[src/rtl/alarm_buzzer_driver_if.sv]
// -----------------------------------------------------------------------------
// alarm_buzzer_driver_if
//
// Purpose: groups the control and drive signals of the alarm buzzer driver so
// the timekeeping logic (master) and the driver (slave) share one bundle.
//
// Signals:
//   trigger      master -> slave  one-cycle alarm-start pulse
//   stop         master -> slave  one-cycle silence request
//   buzzer       slave  -> master registered square-wave piezo drive
//   active       slave  -> master registered, high while a sequence runs
//   burst_count  slave  -> master registered count of completed bursts
//
// Handshake: there is no valid/ready pair. trigger and stop are qualifiers
// that act on the single rising edge where they are high; the slave never
// back-pressures, and a pulse that arrives when it has no meaning (trigger
// while running, stop while idle) is dropped rather than held.
// -----------------------------------------------------------------------------
interface alarm_buzzer_driver_if;
    logic       trigger;
    logic       stop;
    logic       buzzer;
    logic       active;
    logic [7:0] burst_count;

    modport master (
        output trigger,
        output stop,
        input  buzzer,
        input  active,
        input  burst_count
    );

    modport slave (
        input  trigger,
        input  stop,
        output buzzer,
        output active,
        output burst_count
    );
endinterface

[src/rtl/alarm_buzzer_driver.sv]
// -----------------------------------------------------------------------------
// alarm_buzzer_driver
//
// Purpose: drives a piezo with bursts of beeps once an alarm is triggered.
// A burst is BEEPS beeps of BEEP_ON cycles each (a square wave of half-period
// TONE_HALF), separated by BEEP_OFF cycles of silence, followed by GAP cycles
// of silence. Bursts repeat until stop, reset, or MAX_BURSTS bursts have
// completed (MAX_BURSTS = 0 repeats forever).
//
// Ports:
//   clk          rising-edge system clock
//   rst_n        synchronous active-low reset
//   bus          alarm_buzzer_driver_if.slave (trigger, stop in;
//                buzzer, active, burst_count out)
//   dbg_state_o  current FSM state (0 IDLE, 1 BEEP_ON, 2 BEEP_OFF, 3 GAP)
// -----------------------------------------------------------------------------
module alarm_buzzer_driver #(
    parameter int unsigned TONE_HALF  = 2500,
    parameter int unsigned BEEP_ON    = 5_000_000,
    parameter int unsigned BEEP_OFF   = 5_000_000,
    parameter int unsigned BEEPS      = 4,
    parameter int unsigned GAP        = 50_000_000,
    parameter int unsigned MAX_BURSTS = 60
) (
    input  logic                        clk,
    input  logic                        rst_n,
    alarm_buzzer_driver_if.slave        bus,
    output logic [1:0]                  dbg_state_o
);

    // Each phase timer counts 0 .. P-1, so $clog2(P) bits are enough; a
    // parameter of 1 still needs a one-bit register.
    localparam int TONE_W = (TONE_HALF > 1) ? $clog2(TONE_HALF) : 1;
    localparam int ON_W   = (BEEP_ON   > 1) ? $clog2(BEEP_ON)   : 1;
    localparam int OFF_W  = (BEEP_OFF  > 1) ? $clog2(BEEP_OFF)  : 1;
    localparam int GAP_W  = (GAP       > 1) ? $clog2(GAP)       : 1;

    localparam logic [TONE_W-1:0] TONE_LAST = TONE_W'(TONE_HALF - 1);
    localparam logic [ON_W-1:0]   ON_LAST   = ON_W'(BEEP_ON - 1);
    localparam logic [OFF_W-1:0]  OFF_LAST  = OFF_W'(BEEP_OFF - 1);
    localparam logic [GAP_W-1:0]  GAP_LAST  = GAP_W'(GAP - 1);
    localparam logic [7:0]        BEEP_LAST = 8'(BEEPS - 1);

    typedef enum logic [1:0] {
        S_IDLE     = 2'd0,
        S_BEEP_ON  = 2'd1,
        S_BEEP_OFF = 2'd2,
        S_GAP      = 2'd3
    } state_t;

    state_t              state_q;
    logic                buzzer_q;
    logic                active_q;
    logic [7:0]          burst_cnt_q;
    logic [7:0]          beep_idx_q;
    logic [TONE_W-1:0]   tone_cnt_q;
    logic [ON_W-1:0]     on_cnt_q;
    logic [OFF_W-1:0]    off_cnt_q;
    logic [GAP_W-1:0]    gap_cnt_q;

    // Burst count as it will be once the current GAP ends (saturating).
    logic [7:0]          burst_cnt_d;
    // High when that incremented count ends the alarm by auto-timeout.
    logic                timeout_d;

    always_comb begin
        burst_cnt_d = (burst_cnt_q == 8'hFF) ? 8'hFF : burst_cnt_q + 8'd1;
        timeout_d   = (MAX_BURSTS != 0) && (32'(burst_cnt_d) == MAX_BURSTS);
    end

    always_ff @(posedge clk) begin
        if (!rst_n) begin
            state_q     <= S_IDLE;
            buzzer_q    <= 1'b0;
            active_q    <= 1'b0;
            burst_cnt_q <= 8'd0;
            beep_idx_q  <= 8'd0;
            tone_cnt_q  <= '0;
            on_cnt_q    <= '0;
            off_cnt_q   <= '0;
            gap_cnt_q   <= '0;
        end else if ((state_q != S_IDLE) && bus.stop) begin
            // stop outranks trigger and every timer expiry; burst_cnt_q is
            // deliberately left alone so the caller can see how far it got.
            state_q    <= S_IDLE;
            buzzer_q   <= 1'b0;
            active_q   <= 1'b0;
            beep_idx_q <= 8'd0;
            tone_cnt_q <= '0;
            on_cnt_q   <= '0;
            off_cnt_q  <= '0;
            gap_cnt_q  <= '0;
        end else begin
            case (state_q)
                S_IDLE: begin
                    tone_cnt_q <= '0;
                    on_cnt_q   <= '0;
                    off_cnt_q  <= '0;
                    gap_cnt_q  <= '0;
                    if (bus.trigger && !bus.stop) begin
                        state_q     <= S_BEEP_ON;
                        buzzer_q    <= 1'b1;
                        active_q    <= 1'b1;
                        beep_idx_q  <= 8'd0;
                        burst_cnt_q <= 8'd0;
                    end
                end

                S_BEEP_ON: begin
                    if (on_cnt_q == ON_LAST) begin
                        // Silence lands in the same cycle the next state begins.
                        on_cnt_q   <= '0;
                        tone_cnt_q <= '0;
                        buzzer_q   <= 1'b0;
                        if (beep_idx_q < BEEP_LAST) begin
                            state_q <= S_BEEP_OFF;
                        end else begin
                            state_q <= S_GAP;
                        end
                    end else begin
                        on_cnt_q <= on_cnt_q + ON_W'(1);
                        if (tone_cnt_q == TONE_LAST) begin
                            tone_cnt_q <= '0;
                            buzzer_q   <= ~buzzer_q;
                        end else begin
                            tone_cnt_q <= tone_cnt_q + TONE_W'(1);
                        end
                    end
                end

                S_BEEP_OFF: begin
                    if (off_cnt_q == OFF_LAST) begin
                        off_cnt_q  <= '0;
                        beep_idx_q <= beep_idx_q + 8'd1;
                        state_q    <= S_BEEP_ON;
                        buzzer_q   <= 1'b1;
                        tone_cnt_q <= '0;
                    end else begin
                        off_cnt_q <= off_cnt_q + OFF_W'(1);
                    end
                end

                S_GAP: begin
                    if (gap_cnt_q == GAP_LAST) begin
                        gap_cnt_q   <= '0;
                        beep_idx_q  <= 8'd0;
                        burst_cnt_q <= burst_cnt_d;
                        tone_cnt_q  <= '0;
                        if (timeout_d) begin
                            state_q  <= S_IDLE;
                            active_q <= 1'b0;
                        end else begin
                            state_q  <= S_BEEP_ON;
                            buzzer_q <= 1'b1;
                        end
                    end else begin
                        gap_cnt_q <= gap_cnt_q + GAP_W'(1);
                    end
                end

                default: begin
                    state_q  <= S_IDLE;
                    buzzer_q <= 1'b0;
                    active_q <= 1'b0;
                end
            endcase
        end
    end

    assign bus.buzzer      = buzzer_q;
    assign bus.active      = active_q;
    assign bus.burst_count = burst_cnt_q;
    assign dbg_state_o     = state_q;

endmodule

[src/flat_wrapper.sv]
// flat-port wrapper written by rule: the top's interface ports become plain ports
module alarm_buzzer_driver_flat 
#(
    parameter int unsigned TONE_HALF  = 2500,
    parameter int unsigned BEEP_ON    = 5_000_000,
    parameter int unsigned BEEP_OFF   = 5_000_000,
    parameter int unsigned BEEPS      = 4,
    parameter int unsigned GAP        = 50_000_000,
    parameter int unsigned MAX_BURSTS = 60
)
  (clk, rst_n, dbg_state_o, bus_trigger, bus_stop, bus_buzzer, bus_active, bus_burst_count);
  alarm_buzzer_driver_if bus_i ();
  input  logic clk;
  input  logic rst_n;
  output logic [1:0] dbg_state_o;
  input wire logic [$bits(bus_i.trigger)-1:0] bus_trigger;
  input wire logic [$bits(bus_i.stop)-1:0] bus_stop;
  output wire logic [$bits(bus_i.buzzer)-1:0] bus_buzzer;
  output wire logic [$bits(bus_i.active)-1:0] bus_active;
  output wire logic [$bits(bus_i.burst_count)-1:0] bus_burst_count;
  assign bus_i.trigger = bus_trigger;
  assign bus_i.stop = bus_stop;
  assign bus_buzzer = bus_i.buzzer;
  assign bus_active = bus_i.active;
  assign bus_burst_count = bus_i.burst_count;
  alarm_buzzer_driver #(.TONE_HALF(TONE_HALF), .BEEP_ON(BEEP_ON), .BEEP_OFF(BEEP_OFF), .BEEPS(BEEPS), .GAP(GAP), .MAX_BURSTS(MAX_BURSTS)) u_core (.clk(clk), .rst_n(rst_n), .bus(bus_i), .dbg_state_o(dbg_state_o));
endmodule
[config.mk]
export PLATFORM = sky130hd
export DESIGN_NAME = alarm_buzzer_driver_flat
export DESIGN_NICKNAME = d
export VERILOG_FILES = /design/src/rtl/alarm_buzzer_driver_if.sv /design/src/rtl/alarm_buzzer_driver.sv /design/src/flat_wrapper.sv
export SDC_FILE = /design/constraint.sdc
export NUM_CORES = 1
export LEC_CHECK = 0
export BUFFER_PORTS_ARGS = -buffer_cell sky130_fd_sc_hd__buf_2
export CORE_ASPECT_RATIO = 0.75
export CORE_MARGIN = 2
export CORE_UTILIZATION = 50
export CTS_BUF_LIST = sky130_fd_sc_hd__clkbuf_8 sky130_fd_sc_hd__clkbuf_16
export DETAILED_ROUTE_END_ITERATION = 10
export PLACE_DENSITY = 0.74
export SETUP_SLACK_MARGIN = 0.5
export SLEW_MARGIN = 15
export SYNTH_ARGS = -nofsm -noshare
export SYNTH_HDL_FRONTEND = slang
export SYNTH_SLANG_ARGS = --single-unit
[constraint.sdc]
create_clock -name clk -period 2.5 [get_ports clk]
set_input_delay 0 -clock clk [delete_from_list [all_inputs] [get_ports clk]]
set_output_delay 0 -clock clk [all_outputs]
set_load 0.01 [all_outputs]
Word level (Yosys, flattened, before mapping)
Index checks and enable logic that the tools add are counted.
Storage, ports and cells
  register bits after elaboration: 104
  input bits: 4
  output and inout port bits: 12
  logic and storage cells: 86
Cells by class
  add/sub/neg operators: 6
  $lt $le $gt $ge: 1
  equality and inequality tests: 16
  muxes and demuxes: 35
  bitwise logic cells: 3
  reduce and logical (&&, ||, !) cells: 16
Operators by type and width (number)
  one-hot mux 23 bit (2 select lines): 2
  one-hot mux 26 bit (2 select lines): 1
  2-to-1 mux 12 bit: 4
  one-hot mux 12 bit (4 select lines): 1
  adder 23 x 1 -> 23 bit, second input constant: 2
  equality test 23 bit, second input constant: 2
  2-to-1 mux 23 bit: 2
  2-to-1 mux 8 bit: 5
  adder 26 x 1 -> 26 bit, second input constant: 1
  equality test 26 bit, second input constant: 1
  2-to-1 mux 26 bit: 1
  one-hot mux 8 bit (3 select lines): 1
  adder 8 x 1 -> 8 bit, second input constant: 2
  one-hot mux 8 bit (2 select lines): 1
  AND reduction 4 bit: 4
  adder 12 x 1 -> 12 bit, second input constant: 1
  equality test 12 bit, second input constant: 1
  2-to-1 mux 1 bit: 10
  inequality test 2 x 1 -> 1 bit, second input constant: 5
  equality test 8 x 6 -> 1 bit, second input constant: 1
  equality test 8 bit, second input constant: 1
  < comparator 8 x 2 -> 1 bit, second input constant: 1
  2-to-1 mux 2 bit: 4
  one-hot mux 2 bit (4 select lines): 1
  other kinds (15): 22

Longest topological paths before layout
Gate-level depths: netlist of run 1.
  depth after elaboration: 6
  mapped depth: 9

Worst setup path before layout of run 1
OpenSTA, ideal clock, no wires.
  kind: register to register
  start point: register u_core.on_cnt_q[0]
  end point: register u_core.buzzer_q (netlist: u_core.bus.buzzer)
  data arrival time: 2278 ps
  required time: 2428 ps
  setup slack: 150 ps
  cell stages (with the launch flop): 8
  cell sequence: dfxtp_1 > ha_1 > nand3_1 > or2_2 > o41ai_2 > a21oi_1 > nor4_1 > mux2i_1
On the way
  longest elaborated chain between the ends: 3
  elaborated cells between the ends (all ways): 5
  classes of those cells: 2 x eq/ne; 2 x mux; 1 x reduce/logical
Ends and longest elaborated chain
  from (decl): line alarm_buzzer_driver.sv:57  | logic [ON_W-1:0] on_cnt_q;
  from (signal assigned): line alarm_buzzer_driver.sv:121  | on_cnt_q <= on_cnt_q + ON_W'(1);
  equality test 23 bit *: line alarm_buzzer_driver.sv:110  | if (on_cnt_q == ON_LAST) begin
  inequality test 3 x 1 -> 1 bit (no line) or 2-to-1 mux 1 bit (tied branches)
  AND reduction 5 bit (no line) or one-hot mux 1 bit (4 select lines) (tied branches)
  to (signal assigned): line alarm_buzzer_driver.sv:124  | buzzer_q <= ~buzzer_q;
  to (decl): line alarm_buzzer_driver.sv:52  | logic buzzer_q;
Every way passes the cells marked *; elsewhere a longest branch is shown, timed or not.
A chain may end at the register's enable or synchronous reset.

Final worst setup path of run 1
  start point: register u_core.gap_cnt_q[10]
  end point: register u_core.burst_cnt_q[6] (netlist: u_core.bus.burst_count[6])
On the way
  longest elaborated chain between the ends: 3
Ends and longest elaborated chain
  from (decl): line alarm_buzzer_driver.sv:59  | logic [GAP_W-1:0] gap_cnt_q;
  from (signal assigned): line alarm_buzzer_driver.sv:157  | gap_cnt_q <= gap_cnt_q + GAP_W'(1);
  equality test 26 bit: line alarm_buzzer_driver.sv:144  | if (gap_cnt_q == GAP_LAST) begin
  inequality test 2 x 1 -> 1 bit (no line)
  AND reduction 4 bit (no line)
  to (signal assigned): line alarm_buzzer_driver.sv:147  | burst_cnt_q <= burst_cnt_d;
  to (decl): line alarm_buzzer_driver.sv:54  | logic [7:0] burst_cnt_q;
Every way passes these cells.

==> summary.txt, run 1 <==
YS warnings: 0
Predominant post-synthesis flop cell: dfxtp_1
Pwr dens: 799.2 nW/um^2
Least-Margin Pin Slew: 759.1 ps
Status: complete, no violations
Final core occ: 65.05%
Via density: 6.213
Asr flop ratio synth: 0%
P_sw: 1.933 mW
Port Buffers: 15
Synthesized flop and latch total: 104
CP max stage delay: 510 ps
Peak supply drop: 0.4786 mV
Drt drc: 0
Row count: 32
Fin. max-slew vios: 0
CTS root buf: clkbuf_16
Antenna diodes: 0
Period utilization: 95.44%
Post-Syn Area: 5364 sq um
Die area: 11580 sq um
Drt total wl: 14.43 mm
Critical Path AT: 2650 ps
DRT Pass-1 Iters: 5
Wire per inst: 16.92 microns
Initial Util: 51.73%
Cell count after synthesis: 668
Syn Nets: 682
Net Sw Frac: 35.86%
Crit Path Max Fanout: 3
Number of synthesized flops with an enable pin: 0
Most numerous cell on the critical path: or4_1
DPL Wire Length: 8.549 mm
Clk slew on worst S/H paths: 70 ps
Syn-to-layout area delta: 25.75%
Clk sink count: 104
Netlist cell types: 51
Antenna viol nets, final: 0
CP Buf/Inv Count: 1
Comb pwr share: 38.2%
CP max stage cell: or4_1
Ports: 16
Req. time, crit path: 2770 ps
Hold WC Path Type: input pin to flip-flop
RSZ-0062 raised after global routing: true
Core box area: 10370 sq um
Setup TNS: 0 ps
Ranking of synthesized cells by area: dfxtp_1, a21oi_1, nor2_1
Die W: 123.6 microns
Sequential Power Share: 33.1%
Via count: 5300
Max clock buf depth: 2
Seq/Total Area, Yosys: 38.82%
Tot GR Track Use: 23.69%
CTS Buf Count: 9
Die Ht: 93.70 microns
Worst-Skew Late Latency: 340 ps
Htree depth: 3
CP startpoint kind: flip-flop
Number of DRC violations after detailed-routing iteration 0: 605
GPL Wtd Cong: 0.9140
Initial antenna violation count: 0
Count leader, synth: dfxtp_1
Final Setup Violations: 0
Syn Area/Cell: 8.030 sq um
Final min period: 2386 ps
Synth area leader: dfxtp_1
Max-Cap Viols: 0
Crit path cell chain: or4_1 > or4_4 > o21ai_4 > buf_6 > nand3_4 > or4_1 > a21oi_1
Yosys top cell area share: 38.82%
Pleak: 2.252 nW
Critical Setup Path Class: flip-flop to flip-flop
Clock Skew: 6.784 ps
Max frequency: 419.1 MHz
Clock power frac: 28.7%
Critical path's top delay family: simple AND/OR/NAND/NOR gates
Total grt overflow: 0
Global-route wire length before repair: 22.12 mm
Top post-synthesis cells by count: dfxtp_1, nor2_1, nand2_1
Worst relative slew slack: 49.21%
Internal: 3.458 mW
Fraction of layout cells with a size suffix above 1: 23.01%
Largest net degree at the start of global routing: 26
CTS tree: done
Vias in the first global route: 4723
Final Hold Viols: 0
Crit. End Element: flip-flop
# nets final: 726
[stage by stage]
| step | std cells | setup slack, ps | area (sq um) | power [mW] | hold WS [ps] |
|---|---|---|---|---|---|
| 6_report | 853 | 114.1 | 6745 | 5.391 | 55.84 |
| 5_1_grt | 853 | -13.16 | 6745 | 5.636 | 67.31 |
| 4_1_cts | 840 | 123.0 | 6325 | 5.059 | 44.13 |
| 3_5_place_dp | 813 | 78.67 | 5779 | 3.355 | 407.3 |
| 3_3_place_gp | 813 | 134.3 | 5779 | 3.307 | 391.6 |
| 2_1_floorplan | 668 | 197.4 | 5479 | 2.897 | 203.6 |
[layout make-up]
class | instances | area, sq um
Sequential cell | 104 | 2115
Multi-Input combinational cell | 524 | 3571
Tap cell | 136 | 170.2
Clock buffer | 11 | 252.7
Clock inverter | 5 | 77.57
Timing Repair Buffer | 64 | 525.5
Inverter | 9 | 33.78
Fill cell | 810 | 3625
[cells by family (layout without fill, tap and decap cells)]
family                     count (synthesis)  count (layout)  share of synthesized area [%]
buffers and inverters                     41              89                          3.032
xor gates and xnor gates                  35              35                          5.715
adders and majority gates                 10              10                          2.333
DFF                                      104             104                          38.82
and+or+nand+nor                          308             308                          30.18
AOI/OAI and AO/OA                        165             166                          18.99
muxes                                      5               5                         0.9331
[power by group through the flow]
stage	clock network, mW	logic, mW	registers, mW
after floorplan	0	1.09	1.81
after global placement	0	1.50	1.81
after detailed placement	0	1.54	1.81
after CTS	1.57	1.71	1.78
after global routing	1.63	2.22	1.79
final	1.55	2.06	1.78
[state kept, by name (all words and copies together), names as in the netlist, 2 cells and up]
signal,count
u_core.gap_cnt_q,26
u_core.off_cnt_q,23
u_core.on_cnt_q,23
u_core.tone_cnt_q,12
u_core.beep_idx_q,8
u_core.bus.burst_count,8
u_core.dbg_state_o,2
[layer usage]
metal / GRT usage, % / up-vias / wire [microns]
met4: 6.723 / 0 / 158
met1: 33.14 / 2519 / 6496
met2: 36.58 / 215 / 6843
li1: - / 2548 / -
met5: 0 / - / 0
met3: 5.340 / 18 / 931
[placed cells by master, fill, tap and decap left out, types with 10 or more instances in the layout]
master / count
nand4b_1: 10
dfxtp_1: 88
o21ai_0: 29
xnor2_1: 11
nand4_1: 21
buf_6: 10
a31oi_1: 10
nand2_1: 69
a21oi_1: 55
or4_1: 15
nand3_1: 23
nor2_1: 68
and3_1: 16
buf_2: 15
xor2_1: 24
and2_1: 10
dfxtp_2: 11
a311oi_1: 12
buf_4: 35
[timing repair]
action	CTS	global route
hold buffers	0	0
cloned	2	1
pin swaps	11	47
gates resized for setup	29	78
endpoints found under the setup margin	81	97
buffers inserted	9	12
[worst reg2reg max path: cells and delay by family (launching register included)]
family,cells,cell delay [ps]
simple gates,4,1530
compound gates,2,330
flops,1,320
buf+inv,1,130
[path summary, 6_finish.rpt]
kind	from	to	slack, ps	cells after the start
hold / removal	rst_n	u_core.beep_idx_q[1]	60	3
setup reg to reg	u_core.gap_cnt_q[10]	u_core.bus.burst_count[6]	110	7
setup / recovery	u_core.gap_cnt_q[10]	u_core.bus.burst_count[6]	110	7
hold reg to reg	u_core.on_cnt_q[9]	u_core.on_cnt_q[9]	480	1
No activity file was read; power rests on OpenSTA's default activity.
==> inputs of run 2 (changes only) <==
--- a/config.mk
+++ b/config.mk
@@ -5,11 +5,13 @@
 export SDC_FILE = /design/constraint.sdc
 export NUM_CORES = 1
 export LEC_CHECK = 0
+export ABC_AREA = 1
 export BUFFER_PORTS_ARGS = -buffer_cell sky130_fd_sc_hd__buf_2
 export CORE_ASPECT_RATIO = 0.75
 export CORE_MARGIN = 2
 export CORE_UTILIZATION = 50
 export CTS_BUF_LIST = sky130_fd_sc_hd__clkbuf_8 sky130_fd_sc_hd__clkbuf_16
+export CTS_CLUSTER_DIAMETER = 40
 export DETAILED_ROUTE_END_ITERATION = 10
 export PLACE_DENSITY = 0.74
 export SETUP_SLACK_MARGIN = 0.5
==> run 2 against run 1 <==
Effect of this change:
- hold slack got worse by 3.0 ps
- sequential power rose by 4%
- routed wire length shrank 8.5%
- global-route usage shrank 2.4 points
- critical path depth rose by 3
- first-iteration DRC count down 22%
- synthesized area grew 11%
- combinational power shrank 15%
- maximum frequency rose by 28%
- synthesized cell count rose by 37%
- sequential cell count stayed put
- critical endpoint is now u_core.off_cnt_q[7]
==> summary.txt, run 2 <==
Die W: 129.9 microns (was 123.6 microns)
Total power: 4.933 mW (was 5.391 mW)
Most frequent cells in the layout: nand2_1, nor2_1, inv_1 (was dfxtp_1, nand2_1, nor2_1)
Count leader, synth: nand2_1 (was dfxtp_1)
Max clock buf depth: 2 (unchanged)
Min Hold Slack: 52.84 ps (was 55.84 ps)
RSZ-0062 raised after global routing: true (unchanged)
Pwr dens: 754.1 nW/um^2 (was 799.2 nW/um^2)
YS warnings: 0 (unchanged)
Slack of the worst reg-to-reg path: 630 ps (was 110 ps)
DPL Wire Length: 9.506 mm (was 8.549 mm)
Predominant post-synthesis flop cell: dfxtp_1 (unchanged)
Critical Setup Path Class: flip-flop to flip-flop (unchanged)
Synthesized flop and latch total: 104 (unchanged)
Reg2reg path depth: 10 (was 7)
Cell count after synthesis: 914 (was 668)
Final min period: 1870 ps (was 2386 ps)
Clock Skew: 10.63 ps (was 6.784 ps)
Final Setup Violations: 0 (unchanged)
Via density: 5.142 (was 6.213)
CP startpoint kind: flip-flop (unchanged)
Tot GR Track Use: 21.33% (was 23.69%)
Synth area leader: dfxtp_1 (unchanged)
Drt total wl: 13.21 mm (was 14.43 mm)
Total grt overflow: 0 (unchanged)
Least-Margin Pin Slew: 469.4 ps (was 759.1 ps)
Drt drc: 0 (unchanged)
Crit. End Element: flip-flop (unchanged)
Die area: 12790 sq um (was 11580 sq um)
Ports: 16 (unchanged)
CTS Buf Count: 9 (unchanged)
Worst-Skew Late Latency: 340 ps (about the same)
Most common cell after layout, fill and taps aside: nand2_1 (was dfxtp_1)
Worst relative slew slack: 68.67% (was 49.21%)
Clk slew on worst S/H paths: 70 ps (about the same)
Post-route cell area: 6543 sq um (was 6745 sq um)
Core box area: 11610 sq um (was 10370 sq um)
CTS root buf: clkbuf_16 (unchanged)
Place WS: 412.5 ps (was 78.67 ps)
Final Hold Viols: 0 (unchanged)
Setup TNS: 0 ps (unchanged)
FF-to-FF End: u_core.off_cnt_q[7] (was u_core.bus.burst_count[6])
Final core occ: 56.33% (was 65.05%)
Antenna diodes: 0 (unchanged)
Largest net degree at the start of global routing: 38 (was 26)
Initial Util: 51.21% (was 51.73%)
GPL Wtd Cong: 0.8463 (was 0.9140)
Port Buffers: 15 (unchanged)
CTS tree: done (unchanged)
Pleak: 2.265 nW (was 2.252 nW)
Vias in the first global route: 5061 (was 4723)
Top flop regs: u_core.gap_cnt_q: 26 flops, u_core.off_cnt_q: 23 flops, u_core.on_cnt_q: 23 flops (unchanged)
Max frequency: 534.9 MHz (was 419.1 MHz)
Ranking of synthesized cells by area: dfxtp_1, nand2_1, nor2_1 (was dfxtp_1, a21oi_1, nor2_1)
DRT Pass-1 Iters: 5 (unchanged)
Req. time, crit path: 2720 ps (was 2770 ps)
Netlist cell types: 45 (was 51)
# nets final: 943 (was 726)
Max-Cap Viols: 0 (unchanged)
Via count: 5630 (was 5300)
Row count: 34 (was 32)
Yosys top cell area share: 35.01% (was 38.82%)
Max FFs per register: 26 (unchanged)
Peak supply drop: 0.3903 mV (was 0.4786 mV)
Asr flop ratio synth: 0% (unchanged)
Hold WC Path Type: input pin to flip-flop (unchanged)
Die Ht: 98.45 microns (was 93.70 microns)
Destination of the critical timing path: u_core.off_cnt_q[7] (was u_core.bus.burst_count[6])
Crit Path Max Fanout: 15 (was 3)
Number of synthesized flops with an enable pin: 0 (unchanged)
Syn-to-layout area delta: 10.01% (was 25.75%)
Top post-synthesis cells by count: nand2_1, nor2_1, inv_1 (was dfxtp_1, nor2_1, nand2_1)
Fraction of layout cells with a size suffix above 1: 8.682% (was 23.01%)
Syn Area/Cell: 6.507 sq um (was 8.030 sq um)
Wire per inst: 12.06 microns (was 16.92 microns)
Post-route setup slack: 630.5 ps (was 114.1 ps)
Placed Cells: 1078 (was 813)
CP startpoint: u_core.off_cnt_q[1] (was u_core.gap_cnt_q[10])
Htree depth: 3 (unchanged)
Final std cells w/o fill: 1095 (was 853)
Initial antenna violation count: 0 (unchanged)
Fin. max-slew vios: 0 (unchanged)
Number of DRC violations after detailed-routing iteration 0: 471 (was 605)
Clk sink count: 104 (unchanged)
Post-Syn Area: 5947 sq um (was 5364 sq um)
Period utilization: 74.78% (was 95.44%)
Placed Instance Area: 6155 sq um (was 5779 sq um)
Global-route wire length before repair: 22.76 mm (was 22.12 mm)
Syn Nets: 928 (was 682)
Critical Path AT: 2090 ps (was 2650 ps)
Reg2Reg Launch Point: u_core.off_cnt_q[1] (was u_core.gap_cnt_q[10])
Status: complete, no violations (unchanged)
Seq/Total Area, Yosys: 35.01% (was 38.82%)
Antenna viol nets, final: 0 (unchanged)
Top reg by flops: u_core.gap_cnt_q (unchanged)
run 2: worst max-delay path, stage by stage, from the launching register on:
cell and delay, ps:
dfxtp_1 350, ha_1 180, nand2_2 80, inv_2 80, nand2_2 50, nor2_1 100, nand3_1 120, nand2_4 150
inv_1 240, o21ai_2 310, nor3b_1 80
run 2: worst min path at each step:
stage / from / to / slack [ps] / depth (start not counted)
2_1_floorplan: rst_n / u_core.bus.burst_count[0] / 120 / 2
3_3_place_gp: rst_n / u_core.bus.burst_count[5] / 320 / 3
3_5_place_dp: rst_n / u_core.bus.burst_count[5] / 320 / 3
4_1_cts: bus_stop / u_core.bus.burst_count[1] / 50 / 4
5_1_grt: bus_stop / u_core.bus.burst_count[6] / 70 / 4
6_report: bus_stop / u_core.bus.burst_count[1] / 50 / 4
run 2: cells by family after synthesis:
logic type | after synthesis | synth area share [%]
AO/OA/AOI/OAI | 139 | 13.11
XOR/XNOR | 18 | 2.651
adder cells (fa/ha/maj) | 10 | 2.104
buffers and inverters | 136 | 9.468
flip-flops | 104 | 35.01
AND/OR/NAND/NOR | 507 | 37.66
run 2: area by class of cell:
| cell class | count | area, sq um |
|---|---|---|
| timing repair buffer | 25 | 168.9 |
| clock inverter | 5 | 33.78 |
| clock buffer | 10 | 239.0 |
| multi-input combinational | 674 | 3373 |
| inverter | 115 | 441.7 |
| sequential | 104 | 2083 |
| tap | 162 | 202.7 |
| fill | 1149 | 5071 |
run 2: timing repair:
| item | in CTS | in global routing |
|---|---|---|
| resized for setup | 5 | 16 |
| endpoints found under the hold margin | 8 | 0 |
| pin swaps | 0 | 1 |
| endpoints found under the setup margin | 16 | 50 |
| cloned | 0 | 0 |
| setup buffers | 0 | 1 |
| hold buffers | 1 | 0 |
run 2: per-layer routing:
layer  up-vias  track usage, %  part of all wire (%)
met1      2497           30.88                    53
met5         -               0                     0
met2       111           32.70                    42
met3        15           4.723                   4.6
met4         0           4.549                   1.2
li1       3007               -                     -
run 2: power by group:
part | internal, mW | switching (mW) | leakage [nW]
logic | 0.527 | 1.24 | 1.29
registers | 1.75 | 0.105 | 0.840
clock network | 0.697 | 0.616 | 0.136
total | 2.98 | 1.96 | 2.26
==> inputs of run 3 (changes only) <==
--- a/config.mk
+++ b/config.mk
@@ -5,7 +5,7 @@
 export SDC_FILE = /design/constraint.sdc
 export NUM_CORES = 1
 export LEC_CHECK = 0
-export ABC_AREA = 1
+export ABC_AREA = 0
 export BUFFER_PORTS_ARGS = -buffer_cell sky130_fd_sc_hd__buf_2
 export CORE_ASPECT_RATIO = 0.75
 export CORE_MARGIN = 2
@@ -13,7 +13,7 @@
 export CTS_BUF_LIST = sky130_fd_sc_hd__clkbuf_8 sky130_fd_sc_hd__clkbuf_16
 export CTS_CLUSTER_DIAMETER = 40
 export DETAILED_ROUTE_END_ITERATION = 10
-export PLACE_DENSITY = 0.74
+export PLACE_DENSITY = 0.71
 export SETUP_SLACK_MARGIN = 0.5
 export SLEW_MARGIN = 15
 export SYNTH_ARGS = -nofsm -noshare
==> constraint.sdc (replaced) <==
create_clock -name clk -period 1.85 [get_ports clk]
set_input_delay 0 -clock clk [delete_from_list [all_inputs] [get_ports clk]]
set_output_delay 0 -clock clk [all_outputs]
set_load 0.01 [all_outputs]
==> run 3 against run 2 <==
Effect of this change:
- the run now ends with negative setup slack left
- routed wire length increased by 67%
- clock power increased by 53%
- count of clock-buffer cells in the layout decreased by 1
- power increased by 100%
- combinational power increased to 3.1 times the previous value
- via count increased by 16%
- clock skew increased by 3.5 ps
- critical path type unchanged
- largest power group is now combinational cells
==> summary.txt, run 3 (synthesis results as in run 1) <==
DRT Pass-1 Iters: 7 (was 5)
Tot GR Track Use: 33.65% (was 21.33%)
Antenna viol nets, final: 0 (unchanged)
Pwr dens: 1118 nW/um^2 (was 754.1 nW/um^2)
Max-Cap Viols: 0 (unchanged)
Final Hold Viols: 0 (unchanged)
Top reg by flops: u_core.gap_cnt_q (unchanged)
Net Sw Frac: 38.91% (was 39.68%)
Crit Path Max Fanout: 4 (was 15)
DPL Wire Length: 10.53 mm (was 9.506 mm)
Final std cells w/o fill: 1001 (was 1095)
Crit path cell chain: or4_4 > or4_4 > o21ai_4 > buf_6 > nand3_4 > or4_4 > a21oi_2 (was ha_1 > nand2_2 > inv_2 > nand2_2 > nor2_1 > nand3_1 > nand2_4 > inv_1 > o21ai_2 > nor3b_1)
Port Buffers: 15 (unchanged)
Reg2Reg Launch Point: u_core.gap_cnt_q[11] (was u_core.off_cnt_q[1])
Post-route setup slack: -660.3 ps (was 630.5 ps)
CP startpoint kind: flip-flop (unchanged)
Placed Cells: 926 (was 1078)
RSZ-0062 raised after global routing: true (unchanged)
Row count: 32 (was 34)
CTS Buf Count: 9 (unchanged)
Initial Util: 51.73% (was 51.21%)
Global-route wire length before repair: 30.69 mm (was 22.76 mm)
CP max stage delay: 540 ps (was 350 ps)
Clk sink count: 104 (unchanged)
CTS root buf: clkbuf_16 (unchanged)
Status: finished with violations (was complete, no violations)
Via density: 6.504 (was 5.142)
Least-Margin Pin Slew: 434.8 ps (was 469.4 ps)
Final Setup Violations: 87 (was 0)
Total grt overflow: 0 (unchanged)
Worst-Skew Late Latency: 360 ps (was 340 ps)
GPL Wtd Cong: 0.9437 (was 0.8463)
Antenna diodes: 0 (unchanged)
Pleak: 3.205 nW (was 2.265 nW)
Clk slew on worst S/H paths: 80 ps (was 70 ps)
FF-to-FF End: u_core.bus.burst_count[6] (was u_core.off_cnt_q[7])
Htree depth: 3 (unchanged)
Critical path's top delay family: simple AND/OR/NAND/NOR gates (unchanged)
Critical path depth: 7 (was 10)
Top flop regs: u_core.gap_cnt_q: 26 flops, u_core.off_cnt_q: 23 flops, u_core.on_cnt_q: 23 flops (unchanged)
CP max stage cell: or4_4 (was dfxtp_1)
Max clock buf depth: 2 (unchanged)
Die area: 11580 sq um (was 12790 sq um)
Fraction of layout cells with a size suffix above 1: 47.17% (was 8.682%)
Reg2reg path depth: 7 (was 10)
Total power: 9.874 mW (was 4.933 mW)
Die Ht: 93.70 microns (was 98.45 microns)
Critical Setup Path Class: flip-flop to flip-flop (unchanged)
Crit. End Element: flip-flop (unchanged)
Wire per inst: 22.00 microns (was 12.06 microns)
Period utilization: 135.7% (was 74.78%)
Comb pwr share: 55.3% (was 35.7%)
Syn-to-layout area delta: 64.64% (was 10.01%)
Via count: 6511 (was 5630)
Peak supply drop: 0.6713 mV (was 0.3903 mV)
Clock power frac: 20.4% (was 26.6%)
Slack of the worst reg-to-reg path: -660 ps (was 630 ps)
Clock Skew: 14.13 ps (was 10.63 ps)
Largest net degree at the start of global routing: 20 (was 38)
Number of DRC violations after detailed-routing iteration 0: 611 (was 471)
Final core occ: 85.16% (was 56.33%)
Req. time, crit path: 2140 ps (was 2720 ps)
Worst Hold Depth: 3 (was 4)
Ports: 16 (unchanged)
Most numerous cell on the critical path: or4_4 (was nand2_2)
FILL cells: 479 (was 1149)
Most frequent cells in the layout: buf_4, dfxtp_1, nand2_1 (was nand2_1, nor2_1, inv_1)
Setup TNS: -34200 ps (was 0 ps)
Drt total wl: 22.02 mm (was 13.21 mm)
Most common cell after layout, fill and taps aside: buf_4 (was nand2_1)
Critical Path AT: 2800 ps (was 2090 ps)
Internal: 6.032 mW (was 2.976 mW)
Core box area: 10370 sq um (was 11610 sq um)
Final min period: 2510 ps (was 1870 ps)
Min Hold Slack: 75.97 ps (was 52.84 ps)
Fin. max-slew vios: 0 (unchanged)
P_sw: 3.842 mW (was 1.957 mW)
Worst relative slew slack: 70.74% (was 68.67%)
Hold path startpoint: rst_n (was bus_stop)
Failing checks: negative setup slack
CP Buf/Inv Count: 1 (was 2)
Hold Path Sink: u_core.bus.burst_count[6] (was u_core.bus.burst_count[1])
CTS tree: done (unchanged)
Drt drc: 0 (unchanged)
Die W: 123.6 microns (was 129.9 microns)
Sequential Power Share: 24.3% (was 37.6%)
Vias in the first global route: 6208 (was 5061)
Initial antenna violation count: 0 (unchanged)
# nets final: 874 (was 943)
Hold WC Path Type: input pin to flip-flop (unchanged)
Max frequency: 398.4 MHz (was 534.9 MHz)
Max FFs per register: 26 (unchanged)
## run 3: power by group through the flow
stage               combinational, mW  sequential, mW  clock (mW)
floorplan                        1.84            2.46           0
global placement                 2.66            2.43           0
detailed placement               2.76            2.43           0
CTS                              4.52            2.38        1.97
global route                     5.64            2.40        2.07
finish                           5.46            2.40        2.01
## run 3: repair_timing
| item | 4_1_cts | 5_1_grt |
|---|---|---|
| resized for setup | 118 | 111 |
| gates cloned | 12 | 2 |
| setup endpoints to repair | 104 | 104 |
| setup buffers | 33 | 12 |
| hold buffers | 0 | 0 |
| pin swaps | 66 | 55 |
## run 3: cell type report
cell class | count | area, sq um | share of cell area, %
Multi-Input combinational cell | 525 | 4126 | 46.73
Clock inverter | 7 | 71.32 | 0.8076
Clock buffer | 9 | 225.2 | 2.550
Sequential cell | 104 | 2118 | 23.99
Timing Repair Buffer | 211 | 2083 | 23.59
Inverter | 9 | 36.28 | 0.4109
Tap cell | 136 | 170.2 | 1.927
## run 3: worst max-delay path by stage
| stage | end | startpoint | slack, ps |
|---|---|---|---|
| floorplan | u_core.bus.burst_count[6] | u_core.gap_cnt_q[10] | -450 |
| global placement | u_core.bus.burst_count[6] | u_core.gap_cnt_q[10] | -580 |
| detailed placement | u_core.beep_idx_q[5] | u_core.gap_cnt_q[10] | -630 |
| CTS | u_core.beep_idx_q[5] | u_core.gap_cnt_q[10] | -570 |
| global route | u_core.bus.burst_count[6] | u_core.gap_cnt_q[10] | -720 |
| finish | u_core.bus.burst_count[6] | u_core.gap_cnt_q[11] | -660 |
## run 3: stage by stage
| step | setup WS (ps) | instance area [sq um] |
|---|---|---|
| 4_1_cts | -570.5 | 8208 |
| 3_5_place_dp | -628.4 | 6863 |
| 6_report | -660.3 | 8831 |
| 3_3_place_gp | -577.4 | 6863 |
| 5_1_grt | -723.2 | 8831 |
| 2_1_floorplan | -452.6 | 5793 |
## run 3: layer usage
| metal | routed length, microns | GRT usage [%] | up-vias |
|---|---|---|---|
| met4 | 1073 | 10.80 | 0 |
| met2 | 10710 | 57.69 | 358 |
| li1 | - | - | 2855 |
| met5 | 0 | 0 | - |
| met3 | 1464 | 6.432 | 113 |
| met1 | 8780 | 42.52 | 3185 |
## run 3: worst min-delay path, delay by kind of cell
family | cells | cell delay, ps
buffers and inverters | 2 | 330
AO/OA/AOI/OAI | 1 | 60
